--- src/rtl/mem.sv ---
// mem: memory-access stage, serializes LOAD/STORE into byte transfers.
// Optional forwarding port enabled by defining MEM_FORWARD_EN.
module mem #(
    parameter int ADDR_WIDTH = 32
) (
    input  logic                  clk,
    input  logic                  rst,
    input  logic [6:0]            aluop_i,
    input  logic [2:0]            alufunct3_i,
    input  logic                  me_i,
    input  logic [ADDR_WIDTH-1:0] maddr_i,
    input  logic                  wreg_i,
    input  logic [4:0]            wd_i,
    input  logic [31:0]           wdata_i,
    input  logic [7:0]            mem_din_i,
    output logic [ADDR_WIDTH-1:0] mem_a_o,
    output logic [7:0]            mem_dout_o,
    output logic                  mem_wr_o,
    output logic                  stall_req_o,
    output logic                  wreg_o,
    output logic [4:0]            wd_o,
    output logic [31:0]           wdata_o,
    output logic                  wreg_f,
    output logic [4:0]            wd_f,
    output logic [31:0]           wdata_f
);

    localparam logic [6:0] OP_STORE = 7'b0100011;
    localparam logic [ADDR_WIDTH-1:0] A_ONE = {{(ADDR_WIDTH-1){1'b0}}, 1'b1};

    typedef enum logic [1:0] {IDLE, ACCESS, WAIT, DONE} state_t;

    state_t                state_q, state_d;
    logic [ADDR_WIDTH-1:0] addr_q, addr_d;
    logic [1:0]            cnt_q, cnt_d, last_q, last_d;
    logic                  load_q, load_d, sign_q, sign_d, wreg_q, wreg_d;
    logic [4:0]            wd_q, wd_d;
    logic [31:0]           data_q, data_d;

    logic [1:0]            last_in;
    logic                  load_in;
    logic [ADDR_WIDTH-1:0] a_c;
    logic [7:0]            dout_c;
    logic                  wr_c, stall_c, wreg_c;
    logic [4:0]            wd_c;
    logic [31:0]           wdata_c;

    // Index of the last byte for the requested size; unknown sizes are words.
    always_comb begin
        last_in = 2'd3;
        unique case (alufunct3_i)
            3'b000, 3'b100: last_in = 2'd0;
            3'b001, 3'b101: last_in = 2'd1;
            default:        last_in = 2'd3;
        endcase
    end

    assign load_in = (aluop_i != OP_STORE);

    // Next-state and output logic of the byte-serializing FSM.
    always_comb begin
        state_d = state_q;
        addr_d  = addr_q;
        cnt_d   = cnt_q;
        last_d  = last_q;
        load_d  = load_q;
        sign_d  = sign_q;
        wreg_d  = wreg_q;
        wd_d    = wd_q;
        data_d  = data_q;
        a_c     = addr_q;
        dout_c  = 8'h00;
        wr_c    = 1'b0;
        stall_c = 1'b0;
        wreg_c  = 1'b0;
        wd_c    = 5'd0;
        wdata_c = 32'd0;
        unique case (state_q)
            IDLE: begin
                if (me_i) begin
                    a_c     = maddr_i;
                    stall_c = 1'b1;
                    if (!load_in) begin
                        wr_c   = 1'b1;
                        dout_c = wdata_i[7:0];
                    end
                    load_d = load_in;
                    last_d = last_in;
                    sign_d = ~alufunct3_i[2];
                    wreg_d = wreg_i;
                    wd_d   = wd_i;
                    data_d = load_in ? 32'd0 : wdata_i;
                    cnt_d  = 2'd1;
                    if (last_in != 2'd0) begin
                        addr_d  = maddr_i + A_ONE;
                        state_d = ACCESS;
                    end else begin
                        addr_d  = maddr_i;
                        state_d = load_in ? WAIT : DONE;
                    end
                end else begin
                    wreg_c  = wreg_i;
                    wd_c    = wd_i;
                    wdata_c = wdata_i;
                end
            end
            ACCESS: begin
                stall_c = 1'b1;
                if (load_q) begin
                    data_d[{cnt_q - 2'd1, 3'b000} +: 8] = mem_din_i;
                end else begin
                    wr_c   = 1'b1;
                    dout_c = data_q[{cnt_q, 3'b000} +: 8];
                end
                if (cnt_q == last_q) begin
                    state_d = load_q ? WAIT : DONE;
                end else begin
                    cnt_d  = cnt_q + 2'd1;
                    addr_d = addr_q + A_ONE;
                end
            end
            WAIT: begin
                stall_c = 1'b1;
                data_d[{last_q, 3'b000} +: 8] = mem_din_i;
                state_d = DONE;
            end
            DONE: begin
                wd_c = wd_q;
                if (load_q) begin
                    wreg_c = wreg_q;
                    unique case (last_q)
                        2'd0:    wdata_c = {{24{sign_q & data_q[7]}}, data_q[7:0]};
                        2'd1:    wdata_c = {{16{sign_q & data_q[15]}}, data_q[15:0]};
                        default: wdata_c = data_q;
                    endcase
                end
                state_d = IDLE;
            end
            default: state_d = IDLE;
        endcase
    end

    // State and latched-access registers, synchronous active-low reset.
    always_ff @(posedge clk) begin
        if (!rst) begin
            state_q <= IDLE;
            addr_q  <= '0;
            cnt_q   <= 2'd0;
            last_q  <= 2'd0;
            load_q  <= 1'b0;
            sign_q  <= 1'b0;
            wreg_q  <= 1'b0;
            wd_q    <= 5'd0;
            data_q  <= 32'd0;
        end else begin
            state_q <= state_d;
            addr_q  <= addr_d;
            cnt_q   <= cnt_d;
            last_q  <= last_d;
            load_q  <= load_d;
            sign_q  <= sign_d;
            wreg_q  <= wreg_d;
            wd_q    <= wd_d;
            data_q  <= data_d;
        end
    end

    // Outputs forced low while reset is asserted, so no stray write escapes.
    always_comb begin
        mem_a_o     = rst ? a_c : '0;
        mem_dout_o  = rst ? dout_c : 8'h00;
        mem_wr_o    = rst & wr_c;
        stall_req_o = rst & stall_c;
        wreg_o      = rst & wreg_c;
        wd_o        = rst ? wd_c : 5'd0;
        wdata_o     = rst ? wdata_c : 32'd0;
    end

`ifdef MEM_FORWARD_EN
    // Forward the stage result; hide the write enable until load data is ready.
    always_comb begin
        wreg_f  = wreg_o & ~stall_req_o;
        wd_f    = wd_o;
        wdata_f = wdata_o;
    end
`else
    // Forwarding disabled: ctrl stalls on every MEM-stage hazard.
    always_comb begin
        wreg_f  = 1'b0;
        wd_f    = 5'd0;
        wdata_f = 32'd0;
    end
`endif

endmodule

--- config.mk ---
export PLATFORM = sky130hd
export DESIGN_NAME = mem
export DESIGN_NICKNAME = d
export VERILOG_FILES = /design/src/rtl/mem.sv
export SDC_FILE = /design/constraint.sdc
export NUM_CORES = 1
export LEC_CHECK = 0
export CAP_MARGIN = 20
export CORE_MARGIN = 8
export CORE_UTILIZATION = 40
export CTS_CLUSTER_DIAMETER = 60
export DETAILED_ROUTE_END_ITERATION = 10
export PLACE_DENSITY = 0.68
export SYNTH_ARGS = -nofsm -noshare
export SYNTH_HDL_FRONTEND = slang
export SYNTH_SLANG_ARGS = --single-unit
--- constraint.sdc ---
create_clock -name clk -period 3.1 [get_ports clk]
set_input_delay 0.465 -clock clk [delete_from_list [all_inputs] [get_ports clk]]
set_output_delay 0.465 -clock clk [all_outputs]
set_load 0.01 [all_outputs]
# Yosys cells after proc, flatten, opt, wreduce, memory -nomap -nowiden
# Index checks and enable logic that the tools add are counted.
# op_classes
add_sub_neg	6
shifts	5
n_reduce_logical	13
n_mux	45
bitwise_logic	6
eq_ne	13
# ops
operator	n
32-bit two-way mux	12
32-bit case mux with 2 select lines	3
32-bit case mux with 3 select lines	1
32-bit by 1-bit adder with 32-bit output, second input constant	2
32-bit bitwise mux	2
8-bit by 7-bit variable shift with 32-bit output, first input constant	2
8-bit by 7-bit indexed part select with 32-bit output	2
8-bit two-way mux	4
32-bit by 6-bit indexed part select with 8-bit output	1
8-bit case mux with 2 select lines	1
5-bit negator with 7-bit output	2
2-bit two-way mux	5
5-bit two-way mux	2
5-bit case mux with 2 select lines	1
1-bit two-way mux	8
2-bit inequality test, second input constant	4
2-bit case mux with 2 select lines	2
2-bit case mux with 4 select lines	1
7-bit by 6-bit inequality test with 1-bit output, second input constant	1
3-bit equality test, second input constant	2
1-bit case mux with 2 select lines	3
3-bit AND reduction	2
2-bit OR reduction	3
1-bit bitwise AND	5
other kinds (12)	17
# totals
regBits	78
in_bits	91

# Longest topological paths before layout
# Gate-level depths: netlist of run 1.
# depth
ltp_word	7
ltp_mapped	10

# Least setup slack after synthesis of run 1
# Ideal clock, no wire load.
# synth_timing
path_kind	reg2out
start	register last_q[0]
end	output wdata_o[21]
path_stages_with_launch	9
t_arrival_ns	2.127
required_ns	2.635
setup_slack_ns	0.508
cell_sequence	dfxtp_1 inv_1 ha_1 or2_2 clkbuf_1 a21oi_1 clkbuf_1 o21ai_0 a21oi_1
# synth_between
elab_chain_cells	5
# synth_rtl
element	line_no	text
start, declared	35	logic [1:0] cnt_q, cnt_d, last_q, last_d;
start signal, assigned	159	last_q <= last_d;
2-bit by 1-bit equality test with 1-bit output or 2-bit zero test (tied branches)	131	unique case (last_q)
32-bit case mux with 2 select lines (*)	131	
32-bit two-way mux (*)	129	if (load_q) begin
32-bit case mux with 2 select lines (*)	78	unique case (state_q)
32-bit two-way mux (*)	176	wdata_o = rst ? wdata_c : 32'd0;
end, declared	22	output logic [31:0] wdata_o,
# Mark *: on every way between the ends. The rest lies on a longest branch, timed or not.

# Worst setup path in the final report of run 1
# layout_timing
start	register last_q[0]
end	output wdata_o[24]
# The elaborated chain is that of the path after synthesis.

==> results of run 1 <==
[worst paths after layout]
kind,end,slack (ps),cells after the start
worst max-delay path,wdata_o[24],120,8
worst min-delay path,wreg_q,460,2
worst max register to register,addr_q[25],540,6
worst min register to register,wreg_q,460,2
[cells in the mapped netlist (3+ instances only)]
| cell | number |
|---|---|
| sky130_fd_sc_hd__dfxtp_1 | 78 |
| sky130_fd_sc_hd__buf_1 | 13 |
| sky130_fd_sc_hd__nor2b_1 | 35 |
| sky130_fd_sc_hd__clkbuf_1 | 69 |
| sky130_fd_sc_hd__ha_1 | 17 |
| sky130_fd_sc_hd__o22ai_1 | 21 |
| sky130_fd_sc_hd__or3_1 | 3 |
| sky130_fd_sc_hd__mux2i_1 | 3 |
| sky130_fd_sc_hd__buf_2 | 7 |
| sky130_fd_sc_hd__and2_1 | 6 |
| sky130_fd_sc_hd__nor3_1 | 14 |
| sky130_fd_sc_hd__nand2_1 | 162 |
| sky130_fd_sc_hd__and3_1 | 7 |
| sky130_fd_sc_hd__a21oi_1 | 132 |
| sky130_fd_sc_hd__a22o_1 | 32 |
| sky130_fd_sc_hd__o21ai_1 | 8 |
| sky130_fd_sc_hd__nor4_1 | 13 |
| sky130_fd_sc_hd__o21a_1 | 8 |
| sky130_fd_sc_hd__a211oi_1 | 15 |
| sky130_fd_sc_hd__nand3_1 | 23 |
| sky130_fd_sc_hd__o31a_1 | 4 |
| sky130_fd_sc_hd__and4_1 | 6 |
| sky130_fd_sc_hd__clkinv_1 | 3 |
| sky130_fd_sc_hd__xnor2_1 | 17 |
| sky130_fd_sc_hd__inv_1 | 21 |
| sky130_fd_sc_hd__o21ai_0 | 63 |
| sky130_fd_sc_hd__xor2_1 | 9 |
| sky130_fd_sc_hd__o2bb2ai_1 | 24 |
| sky130_fd_sc_hd__or4_1 | 3 |
| sky130_fd_sc_hd__buf_4 | 38 |
| sky130_fd_sc_hd__a41o_1 | 3 |
| sky130_fd_sc_hd__a22oi_1 | 58 |
| sky130_fd_sc_hd__nand4_1 | 16 |
| sky130_fd_sc_hd__a31oi_1 | 34 |
| sky130_fd_sc_hd__nor2_1 | 85 |
| sky130_fd_sc_hd__mux4_2 | 8 |
| sky130_fd_sc_hd__nand2b_1 | 6 |
[what timing repair did]
item,in CTS,in global routing
gates resized for setup,3,16
endpoints found under the setup margin,4,56
pin swaps,0,0
[area by class of cell]
type,count,area (um^2)
fill,1879,8690
multi-input combinational,912,5460
timing repair buffer,225,2210
sequential,78,1560
tap,234,293
clock buffer,13,270
inverter,25,93.8
clock inverter,3,65.1
[cells by family after synthesis]
family	Yosys count	synth area share (%)
buf+inv	152	9.54
xor+xnor	26	3.01
other cells	1	0.0496
mux	14	3.22
flops	78	20.6
fa+ha+maj	17	2.81
simple gates	399	25.5
compound gates	418	35.2
[through the flow]
| stage | power (uW) | util (%) | worst slack, ps |
|---|---|---|---|
| 2_1_floorplan | 4630 | - | 508 |
| 3_3_place_gp | 6280 | 51.3 | 281 |
| 3_5_place_dp | 6330 | 51.3 | 273 |
| 4_1_cts | 7570 | 53.1 | 19.9 |
| 5_1_grt | 8130 | 53.4 | 29.2 |
| 6_report | 7630 | 53.4 | 123 |
[flip-flops by register name, indices dropped and copies added, names as in the netlist]
name / cells
wd_q: 5
sign_q: 1
last_q: 2
wreg_q: 1
addr_q: 32
data_q: 32
state_q: 2
load_q: 1
cnt_q: 2
[placed cells by master (no fill, tap or decap), types with 13 or more instances in the layout]
master	n
sky130_fd_sc_hd__nor2b_1	34
sky130_fd_sc_hd__ha_1	14
sky130_fd_sc_hd__buf_4	50
sky130_fd_sc_hd__nor3_1	14
sky130_fd_sc_hd__dfxtp_1	78
sky130_fd_sc_hd__nor4_1	13
sky130_fd_sc_hd__nand4_1	16
sky130_fd_sc_hd__nand2_1	161
sky130_fd_sc_hd__nor2_1	84
sky130_fd_sc_hd__a21oi_1	132
sky130_fd_sc_hd__conb_1	38
sky130_fd_sc_hd__a31oi_1	34
sky130_fd_sc_hd__a211oi_1	15
sky130_fd_sc_hd__dlymetal6s2s_1	13
sky130_fd_sc_hd__o21ai_0	62
sky130_fd_sc_hd__nand3_1	23
sky130_fd_sc_hd__a22oi_1	58
sky130_fd_sc_hd__xnor2_1	17
sky130_fd_sc_hd__o2bb2ai_1	24
sky130_fd_sc_hd__o22ai_1	21
sky130_fd_sc_hd__clkdlybuf4s50_1	155
sky130_fd_sc_hd__a22o_1	32
sky130_fd_sc_hd__inv_1	21
[routing by layer]
| metal | vias to the layer above | GRT usage, % | wire length, um |
|---|---|---|---|
| met2 | 450 | 40.4 | 14000 |
| met1 | 4207 | 28.3 | 11800 |
| met4 | 0 | 10.8 | 976 |
| met3 | 62 | 4.04 | 2240 |
| met5 | - | 0 | 0 |
| li1 | 4284 | - | - |
[worst register-to-register path, cell delays in order (launching register included)]
cell and delay, ps:
sky130_fd_sc_hd__dfxtp_1 360, sky130_fd_sc_hd__inv_1 100, sky130_fd_sc_hd__ha_2 200, sky130_fd_sc_hd__buf_4 510, sky130_fd_sc_hd__nand3_1 490, sky130_fd_sc_hd__or4_1 630, sky130_fd_sc_hd__a31oi_1 210
[power by group]
group	switching (uW)	internal (uW)	total, uW
clock	456	771	1230
combinational	2700	1840	4540
sequential	507	1360	1860
==> Implementation_results.wiki, run 1 <==
{| class="wikitable"
! Metric !! Value
|-
| Final hold slack || 457 ps
|-
| Area of the die || 23600 um^2
|-
| Top Family by Delay on Critical Path || buffers and inverters
|-
| H-tree levels || 3
|-
| Sequential fraction of the synthesis area || 20.6%
|-
| Post-detailed-routing wire length || 29000 um
|-
| Ratio of routed vias to standard cells || 6.04
|-
| Final cycle utilization of the critical path || 96.0%
|-
| Hold_sp || wreg_q
|-
| Share of async-settable or async-resettable flops after synthesis || 0%
|-
| Startpoint of the most critical setup path || last_q[0]
|-
| Type of element launching the critical path || register
|-
| Area Growth Syn to Fin || 31.5%
|-
| Number of global-route vias before repair || 8501
|-
| Post-Synthesis Mean Instance Area || 6.85 um^2
|-
| Top cells by area in the synthesized netlist || sky130_fd_sc_hd__dfxtp_1, sky130_fd_sc_hd__a21oi_1, sky130_fd_sc_hd__nand2_1
|-
| Max capacitance violation total || 0
|-
| Maximum number of pins on one net before global-route repair || 59
|-
| Core region area || 18600 um^2
|-
| N_diodes || 0
|-
| Classification of the worst setup path || reg -> out
|-
| Highest clock rate || 336 MHz
|-
| Pre-Repair DR Iteration Count || 6
|-
| Via count || 9003
|-
| Effective utilization at floorplan || 40.6%
|-
| Type of the worst min-delay path || reg -> reg
|-
| Number of synthesized register bits || 78
|-
| Inst Count DP || 1474
|-
| Instance count of the mapped netlist || 1105
|-
| Outcome || completed
|-
| Sink Count || 78
|-
| Clock buffers created by TritonCTS || 9
|-
| Final Max Slew Viols || 0
|-
| Worst EP required || 2630 ps
|-
| Overall routing resource usage || 23.6%
|-
| Die X-Extent || 154 um
|-
| Latest clock arrival within the worst-skew pair || 360 ps
|-
| Initial antenna violation count || 0
|-
| Peak ir drop on the vdd network || 593 uV
|-
| Critical-path cell list || buf_4 > ha_1 > or2_2 > a21oi_1 > buf_4 > o21ai_0 > a21oi_1 > clkdlybuf4s50_1
|-
| Detailed-placement wirelength estimate || 21600 um
|-
| Count of standard-cell rows || 50
|-
| Startpoint of the worst-slack reg-to-reg timing path || state_q[1]
|-
| Highest-delay cell along the critical path || sky130_fd_sc_hd__clkdlybuf4s50_1
|-
| Height of the chip || 154 um
|-
| Final critical delay including setup and external delays || 2980 ps
|-
| DRT iter0 DRCs || 812
|-
| Largest fanout of any net on the critical path || 16
|-
| Setup TNS Final || 0 ps
|-
| Boundary pin count || 209
|-
| Warnings from Yosys || 0
|-
| First-pass GRT wire length || 46100 um
|-
| Count of flip-flops with a built-in enable after synthesis || 0
|-
| Synth top area share || 20.6%
|-
| Congestion Overflow GR || 0
|-
| Worst path bufs/invs || 3
|-
| Normalized max-slew margin || 42.9%
|-
| Number of failing setup endpoints in the final timing report || 0
|-
| Critical path endpoint category || output port
|-
| Residual DRC || 0
|-
| Max incr delay on CP || 550 ps
|-
| Routed len/inst || 19.4 um
|-
| Root buffer cell || sky130_fd_sc_hd__clkbuf_16
|-
| Finished Cell Area || 9950 um^2
|-
| Data arrival time of the critical path || 2510 ps
|-
| Hold buffer count at cts || 0
|-
| Non-filler cells in the finished layout || 1490
|-
| Number of distinct library cells after synthesis || 69
|-
| Reg clk slew, reported paths || 60 ps
|-
| RSZ-0062 raised after global routing || no
|-
| Input/output buffers || 170
|-
| Fin nets || 1359
|-
| Final clock skew || 7.59 ps
|-
| Post-synthesis cell area || 7570 um^2
|-
| Pleak || 0.00360 uW
|-
| Most instantiated flip-flop cell in the synthesis netlist || sky130_fd_sc_hd__dfxtp_1
|-
| Clock tree from TritonCTS || built
|-
| Slew at the pin with the worst max-slew slack || 849 ps
|-
| Power per cell area || 767 nW/um^2
|-
| Fraction of layout cells with a size suffix above 1 || 8.28%
|-
| Cell area after placement || 9570 um^2
|-
| Final hold violation count || 0
|-
| Bufs on Longest Clock Path || 2
|-
| Cell accounting for the most synthesized area || sky130_fd_sc_hd__dfxtp_1
|-
| Post CTS Setup Buffer Count || 0
|-
| Final weighted congestion in routability-driven placement || 0.968
|-
| Antenna Violating Nets Remaining || 0
|}
Power figures use the tool's default switching activity.
==> run 2, diff against run 1 <==
--- a/config.mk
+++ b/config.mk
@@ -11,6 +11,7 @@
 export CTS_CLUSTER_DIAMETER = 60
 export DETAILED_ROUTE_END_ITERATION = 10
 export PLACE_DENSITY = 0.68
+export SETUP_SLACK_MARGIN = 0.1
 export SYNTH_ARGS = -nofsm -noshare
 export SYNTH_HDL_FRONTEND = slang
 export SYNTH_SLANG_ARGS = --single-unit
==> constraint.sdc (replaced) <==
create_clock -name clk -period 3.4 [get_ports clk]
set_input_delay 0.51 -clock clk [delete_from_list [all_inputs] [get_ports clk]]
set_output_delay 0.51 -clock clk [all_outputs]
set_load 0.01 [all_outputs]
==> Implementation_results.wiki, run 2 (synthesis gave the netlist of run 1 again) <==
{| class="wikitable"
! Metric !! Value
|-
| Number of global-route vias before repair || 8609 (+1.3%)
|-
| Final cycle utilization of the critical path || 92.3%
|-
| Post-detailed-routing wire length || 28900 um (about the same)
|-
| Pre-Repair DR Iteration Count || 5 (-1)
|-
| Antenna Violating Nets Remaining || 0 (unchanged)
|-
| Height of the chip || 154 um (unchanged)
|-
| Largest fanout of any net on the critical path || 24 (+8)
|-
| Critical path endpoint category || output port
|-
| Classification of the worst setup path || in -> out
|-
| Boundary pin count || 209 (unchanged)
|-
| Final critical delay including setup and external delays || 3140 ps
|-
| Final hold violation count || 0 (unchanged)
|-
| Initial antenna violation count || 0 (unchanged)
|-
| Peak ir drop on the vdd network || 414 uV (-30%)
|-
| Most common cell after layout, fill and taps aside || sky130_fd_sc_hd__clkdlybuf4s50_1
|-
| RSZ-0062 raised after global routing || no
|-
| Maximum number of pins on one net before global-route repair || 57 (-3.4%)
|-
| Routed len/inst || 19.6 um (+1.1%)
|-
| Reg clk slew, reported paths || 60 ps (about the same)
|-
| Sink Count || 78 (unchanged)
|-
| Type of the worst min-delay path || reg -> reg
|-
| Clock buffers created by TritonCTS || 9 (unchanged)
|-
| Logic depth of the worst register-to-register path || 8 (+2)
|-
| Root buffer cell || sky130_fd_sc_hd__clkbuf_16
|-
| Fin nets || 1342 (-1.3%)
|-
| Worst EP required || 2890 ps (+260 ps)
|-
| Power per cell area || 690 nW/um^2 (-10%)
|-
| Latest clock arrival within the worst-skew pair || 350 ps (about the same)
|-
| Overall routing resource usage || 23.8% (+0.20 points)
|-
| Bufs on Longest Clock Path || 2 (unchanged)
|-
| Number of failing setup endpoints in the final timing report || 0 (unchanged)
|-
| Fraction of layout cells with a size suffix above 1 || 7.18% (-1.1 points)
|-
| Detailed-placement wirelength estimate || 21700 um (+0.62%)
|-
| Cell occurring most often along the worst timing path || sky130_fd_sc_hd__clkdlybuf4s50_1
|-
| Highest clock rate || 319 MHz
|-
| First-pass GRT wire length || 46200 um (about the same)
|-
| Clock tree from TritonCTS || built
|-
| Final Max Slew Viols || 0 (unchanged)
|-
| Die X-Extent || 154 um (unchanged)
|-
| Final weighted congestion in routability-driven placement || 0.969 (about the same)
|-
| Worst r2r dst || data_q[15]
|-
| Residual DRC || 0 (unchanged)
|-
| Final clock skew || 8.38 ps (+0.790 ps)
|-
| Commonest cells after routing, fill and taps aside || sky130_fd_sc_hd__clkdlybuf4s50_1, sky130_fd_sc_hd__nand2_1, sky130_fd_sc_hd__a21oi_1, sky130_fd_sc_hd__nor2_1, sky130_fd_sc_hd__dfxtp_1
|-
| Startpoint of the worst-slack reg-to-reg timing path || cnt_q[0]
|-
| Normalized max-slew margin || 40.3% (-2.6 points)
|-
| Outcome || completed
|-
| Ratio of routed vias to standard cells || 5.95 (-1.5%)
|-
| Input/output buffers || 170 (unchanged)
|-
| Pleak || 0.00324 uW (-10%)
|-
| Post CTS Setup Buffer Count || 0 (unchanged)
|-
| Core region area || 18600 um^2 (unchanged)
|-
| Effective utilization at floorplan || 40.6% (unchanged)
|-
| Leading registers by flop count || addr_q (32), data_q (32), wd_q (5)
|-
| Max capacitance violation total || 0 (unchanged)
|-
| Area of the die || 23600 um^2 (unchanged)
|-
| Area Growth Syn to Fin || 28.5%
|-
| Worst Hold Endpoint || wd_q[3]
|-
| Number of filler cells placed in the layout || 1895 (+0.85%)
|-
| Depth of the worst hold-timing path || 2 (unchanged)
|-
| Hold_sp || wd_q[3]
|-
| DRT iter0 DRCs || 706 (-13%)
|-
| H-tree levels || 3 (unchanged)
|-
| Congestion Overflow GR || 0 (unchanged)
|-
| Via count || 8768 (-2.6%)
|-
| Cell area after placement || 9420 um^2 (-1.6%)
|-
| Finished Cell Area || 9730 um^2 (-2.3%)
|-
| R2R setup slack || 560 ps (+20 ps)
|-
| Type of element launching the critical path || input pin
|-
| N_diodes || 0 (unchanged)
|-
| Setup TNS Final || 0 ps (unchanged)
|-
| Max incr delay on CP || 570 ps (+20 ps)
|-
| Data arrival time of the critical path || 2630 ps (+120 ps)
|-
| Count of standard-cell rows || 50 (unchanged)
|-
| Highest-delay cell along the critical path || sky130_fd_sc_hd__nor2b_4
|-
| Slew at the pin with the worst max-slew slack || 894 ps (+44.4 ps)
|-
| Critical-path cell list || clkdlybuf4s50_1 > nor2b_4 > buf_4 > nand2_1 > a21oi_1 > clkdlybuf4s50_1
|}
==> run 2: final cells by class <==
class                           count  area (um^2)  share of cell area (%)
Sequential cell                    78         1560                    16.1
Timing Repair Buffer              208         2020                    20.8
Inverter                           25         93.8                   0.965
Multi-Input combinational cell    912         5460                    56.2
Tap cell                          234          293                    3.01
Clock buffer                       14          274                    2.82
Clock inverter                      2         15.0                   0.154
==> run 2: routing by layer <==
| metal | part of all wire, % | global-route usage, % |
|---|---|---|
| met4 | 3.7 | 11.4 |
| met1 | 42 | 28.3 |
| met5 | 0 | 0 |
| met2 | 48 | 41.0 |
| met3 | 6.0 | 3.95 |
==> run 2: metrics by stage <==
stage	utilization (%)	total power, uW	std cells	hold slack (ps)	setup slack, ps
finish	52.2	6720	1473	455	262
global route	52.2	7200	1473	470	101
CTS	52.1	6670	1473	457	145
detailed placement	50.5	5700	1457	448	243
global placement	50.5	5660	1457	447	309
floorplan	-	4220	1142	436	763
==> run 2: report_power, final <==
group | total [uW] | leakage, uW | switching [uW] | internal (uW)
combinational | 4030 | 0.00246 | 2420 | 1610
sequential | 1730 | 0.000642 | 487 | 1240
clock | 965 | 0.000135 | 409 | 556
total | 6720 | 0.00324 | 3310 | 3400
==> run 2: worst max-delay path by stage <==
stage	start	endpoint	slack (ps)	cells after the start
2_1_floorplan	last_q[0]	wdata_o[21]	760	8
4_1_cts	last_q[1]	wdata_o[29]	140	8
5_1_grt	state_q[0]	wdata_o[17]	100	7
6_report	me_i	wdata_o[16]	260	6
3_5_place_dp	me_i	wdata_o[16]	240	6
3_3_place_gp	me_i	wdata_o[19]	310	6
==> run 2: worst max-delay path, delay by kind of cell <==
kind                   cells  cell delay, ps
AND/OR/NAND/NOR            2             640
AO/OA/AOI/OAI              1             140
buffers and inverters      3            1340
==> run 2: timing repair <==
action / CTS / global route
setup endpoints to repair: 12 / 18
hold buffers: 0 / 0
gates resized for setup: 1 / 6
